## src/rtl/greetings_pkg.sv

```systemverilog
// Shared constants and message ROM for the greeting generator.
// Messages are stored char0-first in the MSBs of each 128-bit row.
package greetings_pkg;

    localparam int GREET_BIT_DEF = 5;
    localparam int MSG_LEN       = 16;
    localparam int NUM_MSG       = 8;
    localparam int WIN_LEN       = 5;

    localparam logic [7:0] ASCII_SPACE = 8'h20;

    localparam logic [8*MSG_LEN-1:0] MSG_ROM [NUM_MSG] = '{
        "HELLO, WORLD!   ",
        "HOWDY PARTNER   ",
        "GOOD MORNING    ",
        "GOOD EVENING    ",
        "HI THERE        ",
        "WELCOME USER    ",
        "GREETINGS       ",
        "BONJOUR         "
    };

endpackage

```

## src/rtl/greetings_rom.sv

```systemverilog
// Combinational message ROM lookup: one character per (message, index).
// Character 0 sits in the top byte of the row, so the index is inverted.
module greetings_rom
    import greetings_pkg::*;
(
    input  logic [2:0] i_msg_sel,
    input  logic [3:0] i_char_idx,
    output logic [7:0] o_ascii
);

    logic [8*MSG_LEN-1:0] w_row;
    logic [6:0]           w_bit;

    assign w_row   = MSG_ROM[i_msg_sel];
    assign w_bit   = {~i_char_idx, 3'b000};
    assign o_ascii = w_row[w_bit +: 8];

endmodule

```

## src/rtl/greetings_top.sv

```systemverilog
// Greeting generator: decodes GREET and drives a 5-char window,
// static or scrolling, one cycle after the inputs are sampled.
module greetings_top
    import greetings_pkg::*;
#(
    parameter int SCROLL_DIV = 4,
    parameter int GREET_BIT  = GREET_BIT_DEF
) (
    input  logic        clk,
    input  logic        rst,
    input  logic [7:0]  a,
    input  logic [10:0] op_code,
    output logic [39:0] display
);

    localparam int CW = (SCROLL_DIV > 1) ? $clog2(SCROLL_DIV) : 1;
    localparam logic [CW-1:0] CNT_LAST = CW'(SCROLL_DIV - 1);
    localparam logic [10:0]   GREET_OP = 11'(1) << GREET_BIT;

    logic [3:0]    r_p;
    logic [CW-1:0] r_cnt;
    logic [2:0]    r_prev_sel;
    logic [39:0]   r_display;

    logic          w_greet;
    logic          w_restart;
    logic [3:0]    w_p_nxt;
    logic [CW-1:0] w_cnt_nxt;
    logic [39:0]   w_win;
    logic [39:0]   w_disp_nxt;
    logic [7:0]    w_chr [WIN_LEN];
    logic          w_unused;

    assign w_unused  = ^a[6:3];
    assign w_greet   = (op_code == GREET_OP);
    assign w_restart = !w_greet || !a[7] || (a[2:0] != r_prev_sel);

    // The window is built from the next pointer so the display
    // and the scroll state advance on the same edge.
    always_comb begin
        w_p_nxt   = r_p;
        w_cnt_nxt = r_cnt;
        if (w_restart) begin
            w_p_nxt   = 4'd0;
            w_cnt_nxt = '0;
        end else if (r_cnt == CNT_LAST) begin
            w_p_nxt   = r_p + 4'd1;
            w_cnt_nxt = '0;
        end else begin
            w_cnt_nxt = r_cnt + CW'(1);
        end
    end

    for (genvar k = 0; k < WIN_LEN; k++) begin : g_win
        logic [3:0] w_idx;
        assign w_idx = w_p_nxt + 4'(k);
        greetings_rom u_rom (
            .i_msg_sel  (a[2:0]),
            .i_char_idx (w_idx),
            .o_ascii    (w_chr[k])
        );
        assign w_win[8*(WIN_LEN-1-k) +: 8] = w_chr[k];
    end

    assign w_disp_nxt = w_greet ? w_win : {WIN_LEN{ASCII_SPACE}};

    always_ff @(posedge clk or posedge rst) begin
        if (rst) begin
            r_p        <= 4'd0;
            r_cnt      <= '0;
            r_prev_sel <= 3'd0;
            r_display  <= {WIN_LEN{ASCII_SPACE}};
        end else begin
            r_p        <= w_p_nxt;
            r_cnt      <= w_cnt_nxt;
            r_prev_sel <= a[2:0];
            r_display  <= w_disp_nxt;
        end
    end

    assign display = r_display;

endmodule

```

## config.mk

```make
export PLATFORM = sky130hd
export DESIGN_NAME = greetings_top
export DESIGN_NICKNAME = d
export VERILOG_FILES = /design/src/rtl/greetings_pkg.sv /design/src/rtl/greetings_rom.sv /design/src/rtl/greetings_top.sv
export SDC_FILE = /design/constraint.sdc
export NUM_CORES = 1
export LEC_CHECK = 0
export BUFFER_PORTS_ARGS = -buffer_cell sky130_fd_sc_hd__buf_2
export CELL_PAD_IN_SITES_DETAIL_PLACEMENT = 1
export CELL_PAD_IN_SITES_GLOBAL_PLACEMENT = 2
export CORE_UTILIZATION = 39
export CTS_CLUSTER_SIZE = 20
export DETAILED_ROUTE_END_ITERATION = 8
export PLACE_DENSITY_LB_ADDON = 0.1
export SETUP_SLACK_MARGIN = 0.5
export SYNTH_ARGS = -nofsm -noshare
export SYNTH_HDL_FRONTEND = slang
export SYNTH_HIERARCHICAL = 1
export SYNTH_SLANG_ARGS = --single-unit
```

## constraint.sdc

```tcl
create_clock -name clk -period 4.9 [get_ports clk]
set_input_delay 0.245 -clock clk [delete_from_list [all_inputs] [get_ports clk]]
set_output_delay 0.245 -clock clk [all_outputs]
set_load 0.03 [all_outputs]
```

==> metrics.md, run 1 <==
| Metric | Value |
|---|---|
| Post-synth net total | `1033` |
| Worst skew pair latency | `300 ps` |
| Worst slew pin tran | `894 ps` |
| Starting Density | `0.398` |
| GR Overflow Total | `0` |
| Post-synthesis xor/xnor area fraction | `0.0330` |
| Mean Syn Cell Area | `7.38 um^2` |
| Syn Std Cell Area | `7180 um^2` |
| RePlAce Congestion | `0.881` |
| Setup_tns | `0 ps` |
| Clk root buf | `clkbuf_16` |
| Crit-path max FO | `54` |
| Simple-gate share of the synthesized area | `0.251` |
| Highest clock rate | `273 MHz` |
| Fin crit period | `3670 ps` |
| H-tree levels | `2` |
| Crit path max-delay family | `simple AND/OR/NAND/NOR gates` |
| Critical path capture point type | `flop` |
| Routed vias/inst | `6.18` |
| Worst slew margin | `0.404` |
| Seq/Total Area, Yosys | `0.172` |
| Crit start category | `flop` |
| # IOs | `61` |
| Mux contribution to synthesized area | `0.0664` |
| CTS tree | `done` |
| Post-CTS Setup Inserts | `0` |
| RSZ-0062 raised after global routing | `false` |
| Post-synthesis compound-gate area fraction | `0.307` |
| Die ar. | `18900 um^2` |
| Post-synth ARST share | `1.00` |
| Chip height | `138 um` |
| Clock sink total | `49` |
| Pre-antenna DRT Iters | `5` |
| PD cells | `142 nW/um^2` |
| Largest family of logic cells by synthesized area | `compound AO/OA/AOI/OAI gates` |
| Total core area | `18000 um^2` |
| Largest net degree at the start of global routing | `94` |
| CP required | `5100 ps` |
| Design Area, Final | `7550 um^2` |
| Initial DRC count | `554` |
| Layout cell share with drive strength beyond 1 | `0.148` |
| Drc violations | `0` |
| WS Path Type | `flop to flop` |
| Max-slew violation count | `0` |
| Final worst path period share | `0.748` |
| Final WL | `23800 um` |
| R2r worst-path depth | `11` |
| Port bufs | `56` |
| Post-Synthesis Cells | `972` |
| Lkg Pwr | `3.17 nW` |
| Critical path buffers and inverters | `4` |
| Total track usage | `0.257` |
| First-pass GRT wire length | `38600 um` |
| Final hold violations | `0` |
| Top_reg_cell synth | `dfrtp_1` |
| Crit-path slowest cell | `o41ai_1` |
| Clk slew on worst S/H paths | `70 ps` |
| Post-synth EDFFs | `0` |
| Hold Path Class | `primary input to asynchronous set/reset pin` |
| Placed instance area | `7410 um^2` |
| Worst R2R Start | `r_prev_sel[0]$_DFF_PP0_` |
| N_diodes | `0` |
| CTS Hold Buffers Added | `0` |
| Final setup viols | `0` |
| Synth-to-layout area growth | `5.20%` |
| Remaining antenna violation count | `0` |
| Worst VDD drop | `0.000117 V` |
| Fill cells | `2310` |
| Synth warnings | `6` |
| Status | `complete, no violations` |
| Cell Chain, Critical Path | `xnor2_1 -> nand4_1 -> or3_1 -> buf_4 -> inv_1 -> buf_4 -> inv_2 -> o41ai_1 -> a21oi_1 -> or3_1 -> and2_1` |
| Total CTS buffers | `5` |
| Initial antenna violation count | `0` |
| Vias in the first global route | `7372` |
| WL per Instance | `20.1 um` |
| #FFs+latches synth | `49` |
| Layout Skew | `1.67 ps` |
| Post-CTS Resized | `0` |
| Vias | `7353` |
| R2r endpoint | `display[6]$_DFF_PP0_` |
| FF-to-FF setup slack | `1230 ps` |
| Max_cap viols | `0` |
| Max incr delay on CP | `570 ps` |
| Die width | `138 um` |
| Dpl hpwl | `16100 um` |
| Total power | `1.07 mW` |
| Adder-Cell Fraction of Synth Area | `0.0697` |
| CTS Buffer Depth | `2` |
| Nets | `1020` |
| Site Rows | `49` |
| Synth unique cells | `76` |
| Crit path DAT | `3860 ps` |
-- cell families after synthesis --
group	count (synthesis)
other	5
DFF	49
xor gates and xnor gates	27
buffers and inverters	142
muxes	38
AOI/OAI and AO/OA	328
and+or+nand+nor	343
adders and majority gates	40
-- worst max-delay path by stage --
stage	startpoint	to	slack, ps	cells past startpoint
floorplan	r_cnt[0]$_DFF_PP0_	display[14]$_DFF_PP0_	1790	14
global placement	a[2]	display[12]$_DFF_PP0_	1180	12
detailed placement	a[2]	display[6]$_DFF_PP0_	1100	12
CTS	r_prev_sel[0]$_DFF_PP0_	display[6]$_DFF_PP0_	1250	11
global route	r_prev_sel[0]$_DFF_PP0_	display[12]$_DFF_PP0_	1040	11
finish	r_prev_sel[0]$_DFF_PP0_	display[6]$_DFF_PP0_	1230	11
-- routing by layer --
| metal | vias up | part of all wire | track usage |
|---|---|---|---|
| met5 | - | 0 | 0 |
| met4 | 0 | 0.017 | 0.0702 |
| met3 | 28 | 0.031 | 0.0213 |
| met2 | 169 | 0.50 | 0.450 |
| met1 | 3653 | 0.46 | 0.335 |
| li1 | 3503 | - | - |
-- state kept, by name, indices dropped and copies added, names as in the netlist --
| register | cells |
|---|---|
| r_prev_sel | 3 |
| r_cnt | 2 |
| r_p | 4 |
| display | 40 |
-- cells in the final DEF (no fill, tap or decap), types with 5 or more instances in the layout --
| cell | instances |
|---|---|
| mux2_2 | 7 |
| buf_2 | 55 |
| dfstp_2 | 5 |
| a31o_2 | 6 |
| o21ai_0 | 88 |
| o21bai_1 | 8 |
| ha_1 | 40 |
| nand3_1 | 31 |
| xnor2_1 | 14 |
| xor2_1 | 13 |
| nor3_1 | 24 |
| o211ai_1 | 21 |
| nand2_1 | 72 |
| a22oi_1 | 7 |
| o2111ai_1 | 8 |
| a32oi_1 | 5 |
| a221o_1 | 11 |
| conb_1 | 5 |
| nand2b_1 | 41 |
| inv_2 | 6 |
| clkbuf_16 | 5 |
| a21oi_1 | 63 |
| o21a_1 | 5 |
| dfrtp_1 | 44 |
| a31oi_1 | 21 |
| and2_1 | 37 |
| nor2_1 | 74 |
| mux2i_1 | 24 |
| o311ai_0 | 10 |
| and3_1 | 7 |
| mux4_2 | 7 |
| a211oi_1 | 15 |
| o22ai_1 | 8 |
| nor2b_1 | 13 |
| o31ai_1 | 5 |
| inv_1 | 38 |
| buf_4 | 18 |
-- cell usage after synthesis, drive strengths merged (10+ instances only) --
cell	count	area (um^2)
nand3	32	165
a221o	11	110
nor2b	14	87.6
and2	38	238
o311ai	10	87.6
a31oi	21	131
o21ai	88	440
clkbuf	29	113
nand2	72	270
nand2b	42	263
xnor2	14	123
o211ai	21	158
mux2i	24	240
buf	66	410
a211oi	19	163
nor3	26	135
ha	40	500
dfrtp	44	1100
a21oi	63	315
xor2	13	114
inv	47	184
nor2	77	297
-- report_power, final --
part           switching [mW]  internal (mW)
sequential           0.000561          0.406
clock                   0.179          0.192
combinational           0.189          0.106
total                   0.369          0.703
-- worst register-to-register path, delay by kind of cell (launching register included) --
kind	cells	cell delay, ps
buffers and inverters	4	1080
AND/OR/NAND/NOR	4	1280
XOR/XNOR	1	170
flip-flops	1	380
AO/OA/AOI/OAI	2	630
-- layout make-up --
| class | instances | area [um^2] | area share |
|---|---|---|---|
| Multi-Input combinational cell | 781 | 5250 | 0.696 |
| Sequential cell | 49 | 1230 | 0.163 |
| Timing Repair Buffer | 75 | 450 | 0.0597 |
| Tap cell | 229 | 287 | 0.0380 |
| Inverter | 47 | 184 | 0.0244 |
| Clock buffer | 6 | 129 | 0.0171 |
| Clock inverter | 2 | 13.8 | 0.00182 |
-- per-stage QoR --
step                      hold WS, ps  utilization  worst slack (ps)  cells
after floorplan                   276            -              1790    972
after global placement            439        0.411              1180   1181
after detailed placement          451        0.411              1100   1181
after CTS                         146        0.419              1250   1189
after global routing              181        0.419              1040   1189
final                             118        0.419              1230   1189
No activity file was read; power rests on OpenSTA's default activity.
==> inputs of run 2 (changes only) <==
Settings changed: CORE_UTILIZATION 39 to 36.
Clock period 4.9 ns to 3.7 ns, I/O delays scaled along.
==> run 2 against run 1 <==
- combinational power rose by 36%
- sequential cell count did not move
- die area rose by 8.2%
- critical path depth rose by 1
- routed wire length rose by 3.1%
- non-clock buffer count rose by 16
- hold slack improved by 300 ps
- largest power group unchanged
==> metrics.md, run 2 (same netlist as run 1, synthesis figures left out) <==
| Metric | Value |
|---|---|
| Remaining antenna violation count | `0` |
| Pre-antenna DRT Iters | `4` |
| Nets | `1036` |
| FF-to-FF setup slack | `590 ps` |
| First-pass GRT wire length | `39500 um` |
| Total track usage | `0.241` |
| CTS Buffer Depth | `2` |
| Most frequent cells in the layout | `o21ai_0 (87), nand2_1 (72), nor2_1 (72), a21oi_1 (63), buf_2 (55)` |
| Max incr delay on CP | `400 ps` |
| N_diodes | `0` |
| H-tree levels | `2` |
| CTS tree | `done` |
| Layout cell share with drive strength beyond 1 | `0.178` |
| Clock sink total | `49` |
| Cell Chain, Critical Path | `xnor2_2 -> nand4_1 -> buf_4 -> or3_4 -> inv_2 -> ha_4 -> inv_1 -> a2111o_1 -> o21a_4 -> and4_4 -> or3_1 -> and2_1` |
| Initial DRC count | `434` |
| PD cells | `181 nW/um^2` |
| GR Overflow Total | `0` |
| Crit-path max FO | `9` |
| Routed vias/inst | `5.97` |
| Crit path DAT | `3300 ps` |
| Crit start category | `flop` |
| Worst VDD drop | `0.000161 V` |
| Final WL | `24600 um` |
| Lkg Pwr | `3.29 nW` |
| Final setup viols | `0` |
| Synth-to-layout area growth | `9.99%` |
| WS Path Type | `flop to flop` |
| Largest register FFs | `40` |
| WL per Instance | `19.8 um` |
| Layout Skew | `10.6 ps` |
| RSZ-0062 raised after global routing | `true` |
| Port bufs | `56` |
| Vias in the first global route | `7379` |
| Setup_tns | `0 ps` |
| Fin crit period | `3110 ps` |
| Crit-path slowest cell | `dfrtp_1` |
| Max-slew violation count | `0` |
| RePlAce Congestion | `0.876` |
| Vias | `7404` |
| Total core area | `19500 um^2` |
| Setup WS pre-CTS | `270 ps` |
| # IOs | `61` |
| Final hold violations | `0` |
| Worst slew margin | `0.432` |
| Worst slew pin tran | `852 ps` |
| Die width | `143 um` |
| Drc violations | `0` |
| Starting Density | `0.367` |
| Clk root buf | `clkbuf_16` |
| Clk slew on worst S/H paths | `70 ps` |
| Final setup margin | `589 ps` |
| Chip height | `143 um` |
| Hold Path Class | `primary input to flop` |
| Worst skew pair latency | `300 ps` |
| Status | `complete, no violations` |
| Critical path capture point type | `flop` |
| Total CTS buffers | `5` |
| Most common cell after layout, fill and taps aside | `o21ai_0` |
| Highest clock rate | `321 MHz` |
| Dpl hpwl | `16400 um` |
| Site Rows | `51` |
| Max_cap viols | `0` |
| Die ar. | `20500 um^2` |
| Final worst path period share | `0.841` |
| Initial antenna violation count | `0` |
| CP required | `3890 ps` |
| Largest net degree at the start of global routing | `198` |
run 2: cell count changes in the layout (fill, tap and decap cells not counted), moves of 3 or more:
cell / delta
buf_4: +5
buf_6: +6
a211oi_1: -3
a211oi_2: +3
run 2: cell type report:
class                   count  area (um^2)
repair buffers             91          653
fillers                  2457        11600
clock buffers               6          129
multi-input cells         781         5350
flip-flops and latches     49         1230
inverters                  47          186
well taps                 265          332
clock inverters             2         13.8
run 2: final timing paths:
path                                               from                 endpoint  cells past startpoint
min in group asynchronous                           rst    display[34]$_DFF_PP0_                      3
worst max register to register  r_prev_sel[0]$_DFF_PP0_    display[14]$_DFF_PP0_                     12
max in group asynchronous                           rst    display[29]$_DFF_PP1_                      4
worst max-delay path            r_prev_sel[0]$_DFF_PP0_    display[14]$_DFF_PP0_                     12
worst min register to register       r_cnt[0]$_DFF_PP0_       r_cnt[0]$_DFF_PP0_                      1
worst min-delay path                               a[2]  r_prev_sel[2]$_DFF_PP0_                      2
run 2: repair_timing:
item	CTS	global route
resized for setup	10	23
gates cloned	1	0
hold buffers	1	0
pin swaps	1	3
hold endpoints to repair	21	0
setup endpoints to repair	15	23
buffers inserted	3	7
run 2: through the flow:
step / utilization / cells / power, mW / hold slack (ps) / area, um^2
floorplan: - / 972 / 0.833 / 216 / 7180
global placement: 0.384 / 1221 / 0.935 / 274 / 7500
detailed placement: 0.384 / 1221 / 0.941 / 285 / 7500
CTS: 0.397 / 1234 / 1.44 / 465 / 7740
global route: 0.404 / 1241 / 1.51 / 481 / 7890
finish: 0.404 / 1241 / 1.43 / 419 / 7890
run 2: per-layer routing:
metal	GRT usage	vias to the layer above	routed length, um
met5	0	-	0
met4	0.0662	0	371
met3	0.0198	26	785
met2	0.411	178	12100
met1	0.324	3675	11300
li1	-	3525	-
run 2: power breakdown:
part	internal, mW	switching (mW)
combinational	0.148	0.256
clock	0.253	0.230
sequential	0.537	0.000913
run 2: critical path, delay by kind of cell, from the launching register on:
kind / cells / cell delay, ps
fa+ha+maj: 1 / 150
compound gates: 2 / 570
buf+inv: 3 / 380
simple gates: 5 / 1320
xor+xnor: 1 / 170
flops: 1 / 400
